<file path="src/rtl/prio_codec_pkg.sv">
// Shared types for the priority encode/decode channel: index/one-hot widths and decoder states.
package prio_codec_pkg;

    localparam int PRIO_IDX_W = 2;
    localparam int PRIO_LINES = 4;
    localparam int PRIO_CNT_W = 8;

    typedef logic [PRIO_IDX_W-1:0] prio_idx_t;
    typedef logic [PRIO_LINES-1:0] prio_onehot_t;
    typedef logic [PRIO_CNT_W-1:0] prio_cnt_t;

    typedef enum logic [1:0] {
        IDLE  = 2'd0,
        DRIVE = 2'd1,
        GAP   = 2'd2
    } prio_dec_state_t;

endpackage

</file>
<file path="src/rtl/priority_decoder_2to4_dec2to4.sv">
// Purpose: combinational 2-bit index to 4-line one-hot.
// Latency: zero cycles (pure combinational).
// Backpressure: none; the parent registers the result.
module dec2to4
    import prio_codec_pkg::*;
(
    input  prio_idx_t    i_idx,
    output prio_onehot_t o_onehot
);

    always_comb begin
        o_onehot = '0;
        case (i_idx)
            2'd0:    o_onehot = 4'b0001;
            2'd1:    o_onehot = 4'b0010;
            2'd2:    o_onehot = 4'b0100;
            2'd3:    o_onehot = 4'b1000;
            default: o_onehot = '0;
        endcase
    end

endmodule

</file>
<file path="src/rtl/priority_decoder_2to4.sv">
// Purpose: turn an accepted priority index back into a one-hot strobe held HOLD_CYCLES, then a GAP_CYCLES quiet gap.
// Latency: one-hot valid the cycle after accept; done on the last drive cycle.
// Backpressure: in_ready only in IDLE outside reset; nothing is queued while busy.
module priority_decoder_2to4
    import prio_codec_pkg::*;
#(
    parameter int HOLD_CYCLES = 4,
    parameter int GAP_CYCLES  = 1
) (
    input  logic         clk,
    input  logic         rst,
    input  logic         in_valid,
    input  prio_idx_t    in_idx,
    output logic         in_ready,
    output prio_onehot_t out_onehot,
    output logic         out_valid,
    output logic         done
);

    generate
        if (HOLD_CYCLES < 1 || HOLD_CYCLES > 255) begin : g_bad_hold
            $error("priority_decoder_2to4: HOLD_CYCLES must be 1..255");
        end
        if (GAP_CYCLES < 0 || GAP_CYCLES > 255) begin : g_bad_gap
            $error("priority_decoder_2to4: GAP_CYCLES must be 0..255");
        end
    endgenerate

    localparam prio_cnt_t HOLD_LOAD = PRIO_CNT_W'(HOLD_CYCLES - 1);
    localparam prio_cnt_t GAP_LOAD  = (GAP_CYCLES > 0) ? PRIO_CNT_W'(GAP_CYCLES - 1) : '0;
    localparam bit        HAS_GAP   = (GAP_CYCLES > 0);

    prio_dec_state_t r_state;
    prio_dec_state_t w_state_nxt;
    prio_cnt_t       r_cnt;
    prio_cnt_t       w_cnt_nxt;
    prio_idx_t       r_idx;
    prio_onehot_t    r_onehot;
    logic            r_out_valid;

    logic            w_accept;
    logic            w_cnt_zero;
    prio_idx_t       w_dec_idx;
    prio_onehot_t    w_dec_onehot;

    assign in_ready   = (r_state == IDLE) && !rst;
    assign w_accept   = in_valid && in_ready;
    assign w_cnt_zero = (r_cnt == '0);

    // Fresh code on the accept edge, otherwise the captured one keeps the line stable.
    assign w_dec_idx = w_accept ? in_idx : r_idx;

    dec2to4 u_dec (
        .i_idx    (w_dec_idx),
        .o_onehot (w_dec_onehot)
    );

    always_comb begin
        w_state_nxt = r_state;
        w_cnt_nxt   = r_cnt;
        case (r_state)
            IDLE: begin
                if (w_accept) begin
                    w_state_nxt = DRIVE;
                    w_cnt_nxt   = HOLD_LOAD;
                end
            end
            DRIVE: begin
                if (w_cnt_zero) begin
                    if (HAS_GAP) begin
                        w_state_nxt = GAP;
                        w_cnt_nxt   = GAP_LOAD;
                    end else begin
                        w_state_nxt = IDLE;
                    end
                end else begin
                    w_cnt_nxt = r_cnt - 8'd1;
                end
            end
            GAP: begin
                if (w_cnt_zero) begin
                    w_state_nxt = IDLE;
                end else begin
                    w_cnt_nxt = r_cnt - 8'd1;
                end
            end
            default: begin
                w_state_nxt = IDLE;
                w_cnt_nxt   = '0;
            end
        endcase
    end

    always_ff @(posedge clk) begin
        if (rst) begin
            r_state     <= IDLE;
            r_cnt       <= '0;
            r_idx       <= '0;
            r_onehot    <= '0;
            r_out_valid <= 1'b0;
        end else begin
            r_state     <= w_state_nxt;
            r_cnt       <= w_cnt_nxt;
            if (w_accept) begin
                r_idx <= in_idx;
            end
            r_onehot    <= (w_state_nxt == DRIVE) ? w_dec_onehot : '0;
            r_out_valid <= (w_state_nxt == DRIVE);
        end
    end

    assign out_onehot = r_onehot;
    assign out_valid  = r_out_valid;
    assign done       = (r_state == DRIVE) && w_cnt_zero;

endmodule
</file>
<file path="config.mk">
export PLATFORM = sky130hd
export DESIGN_NAME = priority_decoder_2to4
export DESIGN_NICKNAME = d
export VERILOG_FILES = /design/src/rtl/prio_codec_pkg.sv /design/src/rtl/priority_decoder_2to4_dec2to4.sv /design/src/rtl/priority_decoder_2to4.sv
export SDC_FILE = /design/constraint.sdc
export NUM_CORES = 1
export LEC_CHECK = 0
export BUFFER_PORTS_ARGS = -buffer_cell sky130_fd_sc_hd__buf_2
export CAP_MARGIN = 5
export CORE_ASPECT_RATIO = 1.2
export CORE_MARGIN = 5
export CORE_UTILIZATION = 40
export DETAILED_ROUTE_END_ITERATION = 6
export REMOVE_ABC_BUFFERS = 1
export SYNTH_ARGS = -nofsm -noshare
export SYNTH_HDL_FRONTEND = slang
export SYNTH_SLANG_ARGS = --single-unit
</file>
<file path="constraint.sdc">
create_clock -name clk -period 6.17 [get_ports clk]
set_clock_uncertainty 0.2 [all_clocks]
set_input_delay 0.3085 -clock clk [delete_from_list [all_inputs] [get_ports clk]]
set_output_delay 0.3085 -clock clk [all_outputs]
set_load 0.03 [all_outputs]
</file>
=== Word-level counts from Yosys, hierarchy flattened ===
Cells that the tools add are included.

* Register bits: 17
* Bits in latches: 0
* Bits in writable memories: 0
* Memory bits (read-only): 0
* Logic and storage cells: 34
* Memories: 0

* $add $sub $neg: 1
* $mul: 0
* Div/mod/pow operators: 0
* $lt $le $gt $ge: 0
* Equality and inequality tests: 8
* Shifts and indexed selects: 0
* Mux-type cells: 10
* Bitwise logic cells: 1
* Reductions and logical operators: 9

{| class="wikitable"
|+ Operators with widths
! operator !! number
|-
| two-way mux 8 bit || 3
|-
| case mux 8 bit (3 select lines) || 1
|-
| case mux 4 bit (4 select lines) || 1
|-
| logical NOT 8 bit || 1
|-
| two-way mux 2 bit || 4
|-
| subtractor 8 x 1 -> 8 bit (second input constant) || 1
|-
| equality test 2 x 1 -> 1 bit (second input constant) || 3
|-
| equality test 2 bit (second input constant) || 3
|-
| case mux 2 bit (3 select lines) || 1
|-
| logical NOT 2 bit || 2
|-
| != test 2 bit (second input constant) || 2
|-
| logical AND 1 bit || 3
|-
| AND reduction 2 bit || 1
|-
| OR reduction 2 bit || 1
|-
| logical NOT 1 bit || 1
|-
| inverter 1 bit || 1
|}

=== Longest topological paths before layout ===
Gate-level depths: netlist of run 1.

* Word-level depth: 8
* Gate-level depth with buffers: 6

=== Cells and area by module ===
From an unflattened synthesis of run 1, not the netlist that was laid out.

* Cell total of the unflattened synthesis: 99
* Area, all modules: 859.6 sq um

{| class="wikitable"
|+ Modules (own cells, without submodules)
! module !! times used !! cells an instance !! area each (sq um) !! seq. area each (sq um)
|-
| priority_decoder_2to4 || 1 || 95 || 833.3 || 340.3
|-
| dec2to4 || 1 || 4 || 26.3 || 0.0
|}

=== Worst setup path before layout of run 1 ===
Ideal clock, no wire load.

* Kind: register to output
* Start point: reg r_cnt[0]
* End point: out done
* Arrival time: 1.921 ns
* Slack: 3.741 ns
* Stages on the path, launching flop included: 6
* Path through: dfxtp_1 inv_1 ha_1 nor3b_1 nand2_1 nor3_1

* Word-level cells in the longest chain between the ends: 2

{| class="wikitable"
|+ RTL lines
! what !! line !! RTL
|-
| start: declaration || priority_decoder_2to4.sv:35 || <nowiki>prio_cnt_t r_cnt;</nowiki>
|-
| start signal: assignment || priority_decoder_2to4.sv:103 || <nowiki>r_cnt <= w_cnt_nxt;</nowiki>
|-
| logical NOT 8 bit || priority_decoder_2to4.sv:48 || <nowiki>assign w_cnt_zero = (r_cnt == '0);</nowiki>
|-
| logical AND 1 bit || priority_decoder_2to4.sv:114 || <nowiki>assign done = (r_state == DRIVE) && w_cnt_zero;</nowiki>
|-
| end: declaration || priority_decoder_2to4.sv:17 || <nowiki>output logic done</nowiki>
|}

Every way passes these cells.

=== Worst setup path after layout of run 1 ===
Ends and elaborated chain as after synthesis.

==> run_results.csv, run 1 <==
group,metric,value,unit
run_status,status,"finished, final reports clean",
layout,layout.nets,119,
setup_path,critPathLaunchType,"register",
job,cap_violations,0,
placement,finalWeightedCongestion,0.915,
detailed_routing,wire_per_inst,13.7,um
synth,avgSynthCellArea,8.94,um2
layout,drive_above_1_share,20.7,%
global_route,gr-total-overflow,0,
power_and_ir_drop,ir_drop,0.000231,V
clock_network,cts.htree.levels,1,
detailed_routing,vias,794,
floorplanning,core,2090,um2
global_route,grt_max_degree,13,
synth,post-synth-top-count-cell,"dfxtp_1",
floorplanning,die_x,52.9,um
setup_path,reg2reg_depth,6,
clock_network,cts_setup_buffers,0,
layout,fin_area,990,um2
sta,fin_crit_sh,43.8,%
sta,setup_viol,0,
layout,area_growth_syn_to_layout,11.9,%
synth,syn_area,885,um2
sta,grt_setup_unrepaired,"false",
sta,slew_headroom,51.8,%
clock_network,path_clk_slew,0.10,ns
setup_path,reg2reg_from,"r_cnt[0]$_SDFFE_PP0P_",
synth,synth_xor_area_share,0,%
synth,synthTopCellsByArea,"dfxtp_1 (38%), a21oi_1 (7.9%), nor2_1 (4.2%), o31ai_1 (3.4%), or4_1 (3.4%)",
floorplanning,initial_core_util,42.2,%
sta,drv_slew,0,
global_route,grt_pass1_wl,3150,um
synth,synthSimpleGateAreaFrac,27.4,%
synth,yosysWarnings,0,
sta,fmax,0.370,GHz
floorplanning,ios,12,
detailed_routing,drt_wl_total,1930,um
sta,hold_viol_final,0,
floorplanning,dieArea,3260,um2
synth,async_flop_share,0,%
setup_path,worstPathMaxFanout,7,
floorplanning,die_y,61.5,um
setup_path,crit_path_end_kind,"primary output",
synth,ys_seq_area_share,38.5,%
clock_network,cts_root_buffer,"clkbuf_4",
setup_path,r2r_end,"r_cnt[2]$_SDFFE_PP0P_",
setup_path,arrival,2.19,ns
sta,fin_hold_ws,0.0949,ns
synth,synth_commonest_cells,"dfxtp_1 (17), a21oi_1 (14), nor2_1 (10)",
synth,synth_top_family_by_area,"simple AND/OR/NAND/NOR gates",
setup_path,crit_path_start,"r_cnt[0]$_SDFFE_PP0P_",
layout,fin_util,47.3,%
clock_network,numCtsBuffers,3,
detailed_routing,drc,0,
synth,synth_cell_types,35,
synth,synth_flop_cell,"dfxtp_1",
hold_path,hp-class,"in2reg",
synth,synth_adder_area_share,2.83,%
power_and_ir_drop,p_leak,0.403,nW
setup_path,cp-endpoint,"done",
global_route,grt.total_usage,13.2,%
power_and_ir_drop,cellPowerDensity,491,nW/um2
sta,setup_tns,0,ns
synth,synthCells,99,
setup_path,crit_slowest_cell,"nor3b_1",
global_route,antenna_found_initial,0,
setup_path,cp_num_buf_inv,2,
synth,ys_ff_latch,17,
clock_network,cts_hold_buf,0,
placement,place_area,963,um2
sta,max_slew.worst_pin.slew,0.721,ns
setup_path,slowest_delay,0.60,ns
detailed_routing,drt_iter0_markers,8,
setup_path,path_cells,"inv_1, ha_1, nor3b_1, nand2_1, nor3_1, buf_2",
synth,synth_mux_area_share,3.54,%
setup_path,cp.required,5.66,ns
clock_network,cts_tree,"yes",
synth,synth_edf_count,0,
synth,yosys.area.top_type,"dfxtp_1",
synth,synth_compound_area_share,24.0,%
clock_network,ctsResizeCount,0,
floorplanning,rows,18,
setup_path,cp_top_family,"simple AND/OR/NAND/NOR gates",
setup_path,critical_path_depth,6,
synth,synth_top_area_share,38.5,%
layout,num_antenna_cells,0,
detailed_routing,first_pass_iters,4,
placement,hpwlAfterDp,1470,um
global_route,grt_pass1_vias,741,
clock_network,cts_buffer_depth,2,
sta,fin_crit,2.70,ns
setup_path,reg2reg_slack,3.91,ns
setup_path,worstSetupPathType,"reg2out",
placement,io_buffers,11,
detailed_routing,vias_per_cell,5.63,
clock_network,insertion_delay,0.30,ns
clock_network,clock-sinks,17,
detailed_routing,ant_nets,0,
[state kept, by name, indices dropped and copies added (netlist names)]
name        flops
r_cnt           8
out_onehot      4
r_idx           2
r_state         2
out_valid       1
[worst register-to-register path: cells and delay by family (launching register included)]
| family | cells | cell delay [ns] |
|---|---|---|
| AOI/OAI and AO/OA | 3 | 0.69 |
| DFF | 1 | 0.34 |
| buffers and inverters | 1 | 0.13 |
| and+or+nand+nor | 1 | 0.60 |
| adders and majority gates | 1 | 0.16 |
[routing by layer]
layer / GRT usage, % / routed length [um]
met5: 0 / 0
met3: 3.15 / 61
met2: 23.4 / 959
met1: 14.4 / 875
met4: 6.93 / 31
[cell type report]
type / count / area (um2)
Fill cell: 214 / 1100
Inverter: 5 / 18.8
Clock buffer: 4 / 26.3
Tap cell: 30 / 37.5
Timing Repair Buffer: 11 / 55.1
Sequential cell: 17 / 340
Multi-Input combinational cell: 74 / 512
[how the worst min path moves through the flow]
stage          slack (ns)  cells past startpoint                        to                  start
2_1_floorplan        0.18                      1     r_cnt[0]$_SDFFE_PP0P_                    rst
3_3_place_gp         0.29                      2     r_cnt[7]$_SDFFE_PP0P_  r_cnt[7]$_SDFFE_PP0P_
3_5_place_dp         0.29                      2     r_cnt[7]$_SDFFE_PP0P_  r_cnt[7]$_SDFFE_PP0P_
4_1_cts               0.1                      3       r_idx[1]$_SDFF_PP0_              in_idx[1]
5_1_grt              0.13                      3  out_onehot[0]$_SDFF_PP0_              in_idx[0]
6_report             0.09                      3       r_idx[1]$_SDFF_PP0_              in_idx[1]
[logic make-up (layout without fill, tap and decap cells)]
family	after synthesis	in the layout
AO/OA/AOI/OAI	30	30
adder cells (fa/ha/maj)	2	2
buffers and inverters	8	20
flip-flops	17	17
multiplexers	3	3
AND/OR/NAND/NOR	39	39
[cell usage in the layout, fill, tap and decap left out, types with 2 or more instances in the layout]
cell type  instances
o31ai_1            4
nor2_1            10
nand2b_1           3
or2_1              2
or3_1              3
nand2_1            2
a21oi_1           14
inv_1              5
or2_2              3
a311oi_1           2
or4_1              4
buf_2             11
dfxtp_1           17
a31oi_1            2
nor3_1             3
clkbuf_4           3
nand4_1            2
ha_1               2
mux2i_1            2
[report_power, final]
part	internal [W]	switching, W	total, W
Clock	0.0000252	0.0000356	0.0000608
Sequential	0.000136	0.0000310	0.000167
Combinational	0.0000995	0.000158	0.000258
[per-stage QoR]
step,setup slack [ns],power [W],std cells
after floorplan,3.74,0.000366,96
after global placement,3.89,0.000421,137
after detailed placement,3.82,0.000425,137
after CTS,3.48,0.000487,141
after global routing,3.24,0.000522,141
final,3.47,0.000486,141
(Power assumes the default switching activity.)
==> inputs of run 2 (changes only) <==
Clock period 6.17 ns to 2.2 ns, I/O delays scaled along.
==> run 2 against run 1 <==
  * Count of clock-buffer cells in the layout decreased by 1
  * Register-to-register slack got worse by 3.9 ns
  * Largest cell class unchanged
  * Sequential share of layout area decreased by 4.8 points
==> run_results.csv, run 2 (synthesis gave the netlist of run 1 again) <==
group,metric,value,unit
setup_path,critPathLaunchType,"register",
detailed_routing,drt_iter0_markers,8,
layout,layout.nets,131,
floorplanning,dieArea,3260,um2
power_and_ir_drop,seqPwrFrac,30.6,%
clock_network,cts_setup_buffers,0,
power_and_ir_drop,ir_drop,0.000730,V
layout,final_common_cell,"dfxtp_1",
clock_network,numCtsBuffers,3,
floorplanning,rows,18,
global_route,gr-usage-met1,16.4,%
clock_network,cts_tree,"yes",
sta,fmax,0.462,GHz
power_and_ir_drop,p_clk_share,11.1,%
layout,area_growth_syn_to_layout,30.4,%
sta,fin_crit,2.16,ns
detailed_routing,vias_per_cell,5.52,
power_and_ir_drop,cellPowerDensity,1360,nW/um2
placement,io_buffers,11,
power_and_ir_drop,p_sw,0.000718,W
setup_path,arrival,2.15,ns
hold_path,holdCritStartpoint,"r_cnt[5]$_SDFFE_PP0P_",
detailed_routing,drc,0,
global_route,use_met3,3.15,%
global_route,antenna_found_initial,0,
floorplanning,ios,12,
layout,largest_register_ffs,8,
sta,max_slew.worst_pin.slew,0.496,ns
floorplanning,initial_core_util,42.2,%
layout,seqCellArea,342,um2
layout,multi_input_area,571,um2
placement,hpwlAfterDp,1460,um
setup_path,crit_path_end_kind,"register",
power_and_ir_drop,swShare,45.9,%
hold_path,hp-class,"reg2reg",
clock_network,cts_buffer_depth,2,
setup_path,cp.required,2.18,ns
setup_path,worstSetupPathType,"reg2reg",
setup_path,reg2reg_from,"r_state[1]$_SDFF_PP0_",
floorplanning,die_x,52.9,um
layout,layout_common_cells,"dfxtp_1 (16), a21oi_1 (14), nor2_1 (10), buf_2 (10), dlygate4sd3_1 (7)",
detailed_routing,vias,844,
global_route,met2_usage,24.1,%
global_route,grt_max_degree,12,
sta,fin_crit_sh,98.4,%
sta,grt_setup_unrepaired,"true",
sta,setup_viol,0,
power_and_ir_drop,combPwrFrac,58.3,%
layout,drive_above_1_share,26.8,%
layout,fillers,204,
clock_network,cts.htree.levels,1,
sta,drv_slew,0,
layout,fin_util,55.1,%
setup_path,path_cells,"nor4b_4, mux2i_2, nor2_1, dlygate4sd3_1",
global_route,grt_pass1_wl,3320,um
detailed_routing,ant_nets,0,
sta,hold_viol_final,0,
clock_network,insertion_delay,0.30,ns
placement,finalWeightedCongestion,0.816,
detailed_routing,drt_wl_total,2260,um
placement,dp.cells,141,
setup_path,slowest_delay,0.56,ns
floorplanning,core,2090,um2
global_route,grt_pass1_vias,759,
clock_network,clock-sinks,17,
layout,fin_cells,153,
clock_network,path_clk_slew,0.11,ns
power_and_ir_drop,internal_power,0.000848,W
sta,fin_hold_ws,0.331,ns
sta,slew_headroom,66.9,%
power_and_ir_drop,p_leak,0.474,nW
setup_path,crit_slowest_cell,"dlygate4sd3_1",
clock_network,cts_root_buffer,"clkbuf_4",
detailed_routing,wire_per_inst,14.8,um
placement,place_ws,0.109,ns
detailed_routing,first_pass_iters,4,
layout,top_register,"r_cnt",
setup_path,worstPathMaxFanout,10,
setup_path,crit_path_start,"r_state[1]$_SDFF_PP0_",
layout,num_antenna_cells,0,
sta,fin_ws,0.0357,ns
power_and_ir_drop,fin_total_pwr,0.00157,W
job,cap_violations,0,
run_status,status,"finished, final reports clean",
global_route,top_usage_layer,"met2",
global_route,grt.total_usage,13.9,%
floorplanning,die_y,61.5,um
global_route,gr-total-overflow,0,
## run 2: changes by cell type in the layout (fill, tap and decap cells not counted), sizes merged
| cell | change |
|---|---|
| dlygate4sd3 | +7 |
| buf | +4 |
| clkbuf | -1 |
| clkinv | +1 |
| o32ai | +1 |
## run 2: worst max-delay path, delay by kind of cell, from the launching register on
family                 cells  cell delay, ns
buffers and inverters      1            0.56
muxes                      1            0.32
and+or+nand+nor            2            0.50
DFF                        1            0.46
## run 2: final timing paths
check / endpoint / slack (ns) / cells past startpoint
setup reg to reg: r_idx[0]$_SDFF_PP0_ / 0.04 / 4
setup / recovery: r_idx[0]$_SDFF_PP0_ / 0.04 / 4
hold / removal: r_cnt[5]$_SDFFE_PP0P_ / 0.33 / 2
hold reg to reg: r_cnt[5]$_SDFFE_PP0P_ / 0.33 / 2
## run 2: area by class of cell
cell class | count | share of cell area [%]
Clock buffer | 3 | 1.95
Clock inverter | 1 | 0.434
Inverter | 5 | 1.63
Multi-Input combinational cell | 75 | 49.5
Sequential cell | 17 | 29.6
Tap cell | 30 | 3.25
Timing Repair Buffer | 22 | 13.7
## run 2: layer usage
metal  wire, um  vias to the layer above  part of all wire, %
met1        988                      403                   44
met2       1180                       13                   52
met3         77                        2                  3.4
met5          0                        -                    0
met4         19                        0                 0.84
li1           -                      426                    -
## run 2: per-stage QoR
step / cell area, um2 / setup TNS [ns]
floorplan: 871 / -0.236
global placement: 993 / 0
detailed placement: 993 / 0
CTS: 1100 / 0
global route: 1150 / -0.0732
finish: 1150 / 0
## run 2: power groups by stage
stage,logic (W),clock network (W),registers [W]
after global routing,0.000994,0.000199,0.000489
after CTS,0.000808,0.000177,0.000464
after detailed placement,0.000789,0,0.000470
after global placement,0.000784,0,0.000468
after floorplan,0.000550,0,0.000478
final,0.000913,0.000173,0.000480
## run 2: timing repair
action	in CTS	in global routing
cloned	0	1
resized for setup	1	8
endpoints found under the hold margin	9	0
hold buffers	7	0
setup endpoints to repair	1	8
pin swaps	0	1
==> inputs of run 3 (changes only) <==
Settings changed: CAP_MARGIN 5 to unset, CORE_ASPECT_RATIO 1.2 to unset, PLACE_DENSITY set to 0.72.
==> run 3 against run 2 <==
  * Critical path depth increased by 2
  * Sequential power decreased by 2%
  * Design area decreased by 3.3%
  * Sequential cell count unchanged
  * Sequential share of layout area increased by 0.88 points
==> run_results.csv, run 3 (synthesis gave the netlist of run 1 again) <==
group,metric,value,unit
job,cap_violations,0,
global_route,grt_pass1_wl,3390,um
setup_path,reg2reg_slack,0.12,ns
layout,final_common_cell,"dfxtp_1",
setup_path,cp.required,2.19,ns
clock_network,cts_buffer_depth,2,
placement,finalWeightedCongestion,0.821,
layout,layout_common_cells,"dfxtp_1 (17), a21oi_1 (14), nor2_1 (10), buf_2 (10)",
clock_network,numCtsBuffers,3,
power_and_ir_drop,cellPowerDensity,1360,nW/um2
layout,fin_util,51.4,%
global_route,grt_max_degree,13,
layout,largest_register_ffs,8,
clock_network,cts_tree,"yes",
detailed_routing,drc,0,
detailed_routing,drt_wl_total,2130,um
sta,fin_ws,0.122,ns
detailed_routing,wire_per_inst,14.4,um
sta,grt_setup_unrepaired,"true",
setup_path,worstSetupPathType,"reg2reg",
setup_path,cp-endpoint,"r_cnt[3]$_SDFFE_PP0P_",
floorplanning,dieArea,3250,um2
floorplanning,die_y,57.0,um
detailed_routing,vias_per_cell,5.66,
power_and_ir_drop,p_leak,0.456,nW
floorplanning,ios,12,
sta,hold_viol_final,0,
detailed_routing,ant_nets,0,
global_route,met2_usage,22.5,%
placement,dp.cells,138,
detailed_routing,vias,838,
detailed_routing,drt_iter0_markers,5,
global_route,top_usage_layer,"met2",
layout,area_growth_syn_to_layout,26.2,%
global_route,antenna_found_initial,0,
global_route,gr-usage-met1,15.3,%
global_route,use_met3,2.71,%
detailed_routing,first_pass_iters,4,
floorplanning,die_x,57.0,um
setup_path,worstPathMaxFanout,5,
sta,fin_crit,2.08,ns
layout,layout.nets,128,
clock_network,cts_root_buffer,"clkbuf_4",
setup_path,arrival,2.07,ns
clock_network,clock-sinks,17,
clock_network,insertion_delay,0.30,ns
global_route,grt_pass1_vias,786,
sta,drv_slew,0,
placement,place_ws,0.108,ns
setup_path,crit_path_end_kind,"register",
floorplanning,core,2170,um2
run_status,status,"finished, final reports clean",
placement,hpwlAfterDp,1450,um
global_route,gr-total-overflow,0,
sta,slew_headroom,68.7,%
sta,setup_viol,0,
layout,drive_above_1_share,25.0,%
setup_path,crit_path_start,"r_cnt[0]$_SDFFE_PP0P_",
sta,fin_hold_ws,0.328,ns
setup_path,r2r_end,"r_cnt[3]$_SDFFE_PP0P_",
layout,top_register,"r_cnt",
sta,fin_crit_sh,94.5,%
layout,num_antenna_cells,0,
floorplanning,initial_core_util,40.8,%
clock_network,cts.htree.levels,1,
sta,fmax,0.481,GHz
placement,io_buffers,11,
sta,max_slew.worst_pin.slew,0.469,ns
clock_network,cts_setup_buffers,0,
power_and_ir_drop,ir_drop,0.000698,V
setup_path,reg2reg_from,"r_cnt[0]$_SDFFE_PP0P_",
hold_path,hp-class,"reg2reg",
floorplanning,rows,17,
global_route,grt.total_usage,13.0,%
clock_network,path_clk_slew,0.11,ns
power_and_ir_drop,fin_total_pwr,0.00152,W
setup_path,reg2reg_depth,6,
setup_path,critPathLaunchType,"register",
layout,fin_cells,148,
==> run 3: power breakdown <==
part           total (W)  switching, W  internal (W)
combinational   0.000873      0.000517      0.000356
sequential      0.000472     0.0000905      0.000382
clock           0.000177      0.000109     0.0000679
==> run 3: timing repair <==
action | in CTS | in global routing
endpoints found under the setup margin | 1 | 7
gates cloned | 0 | 1
hold buffers | 5 | 0
resized for setup | 2 | 4
endpoints found under the hold margin | 10 | 0
==> run 3: critical path, cell delays in order, from the launching register on <==
cell     delay, ns
dfxtp_1       0.35
inv_1         0.11
ha_1          0.18
or3b_2        0.54
o32ai_4       0.37
or4_1         0.16
a21oi_1       0.05
==> run 3: stage by stage <==
stage	TNS (ns)	area, um2
after CTS	0	1070
after global routing	-0.0178	1120
after floorplan	-0.236	871
final	0	1120
after global placement	0	983
after detailed placement	0	983
==> run 3: cell type report <==
type,count,area (um2)
Sequential cell,17,340
Multi-Input combinational cell,75,564
Clock inverter,1,5.00
Fill cell,212,1050
Inverter,5,18.8
Tap cell,28,35.0
Clock buffer,3,22.5
Timing Repair Buffer,19,130
==> run 3: how the worst min path moves through the flow <==
stage | start | endpoint | slack [ns] | depth (start not counted)
2_1_floorplan | rst | r_cnt[0]$_SDFFE_PP0P_ | -0.02 | 1
3_3_place_gp | in_idx[1] | r_idx[1]$_SDFF_PP0_ | 0.20 | 3
3_5_place_dp | in_idx[1] | r_idx[1]$_SDFF_PP0_ | 0.20 | 3
4_1_cts | r_cnt[7]$_SDFFE_PP0P_ | r_cnt[7]$_SDFFE_PP0P_ | 0.31 | 2
5_1_grt | r_cnt[7]$_SDFFE_PP0P_ | r_cnt[7]$_SDFFE_PP0P_ | 0.36 | 2
6_report | r_cnt[7]$_SDFFE_PP0P_ | r_cnt[7]$_SDFFE_PP0P_ | 0.33 | 2
==> run 3: routing by layer <==
metal | vias up | routed length, um
met3 | 2 | 76
li1 | 421 | -
met5 | - | 0
met2 | 13 | 1100
met1 | 402 | 924
met4 | 0 | 33
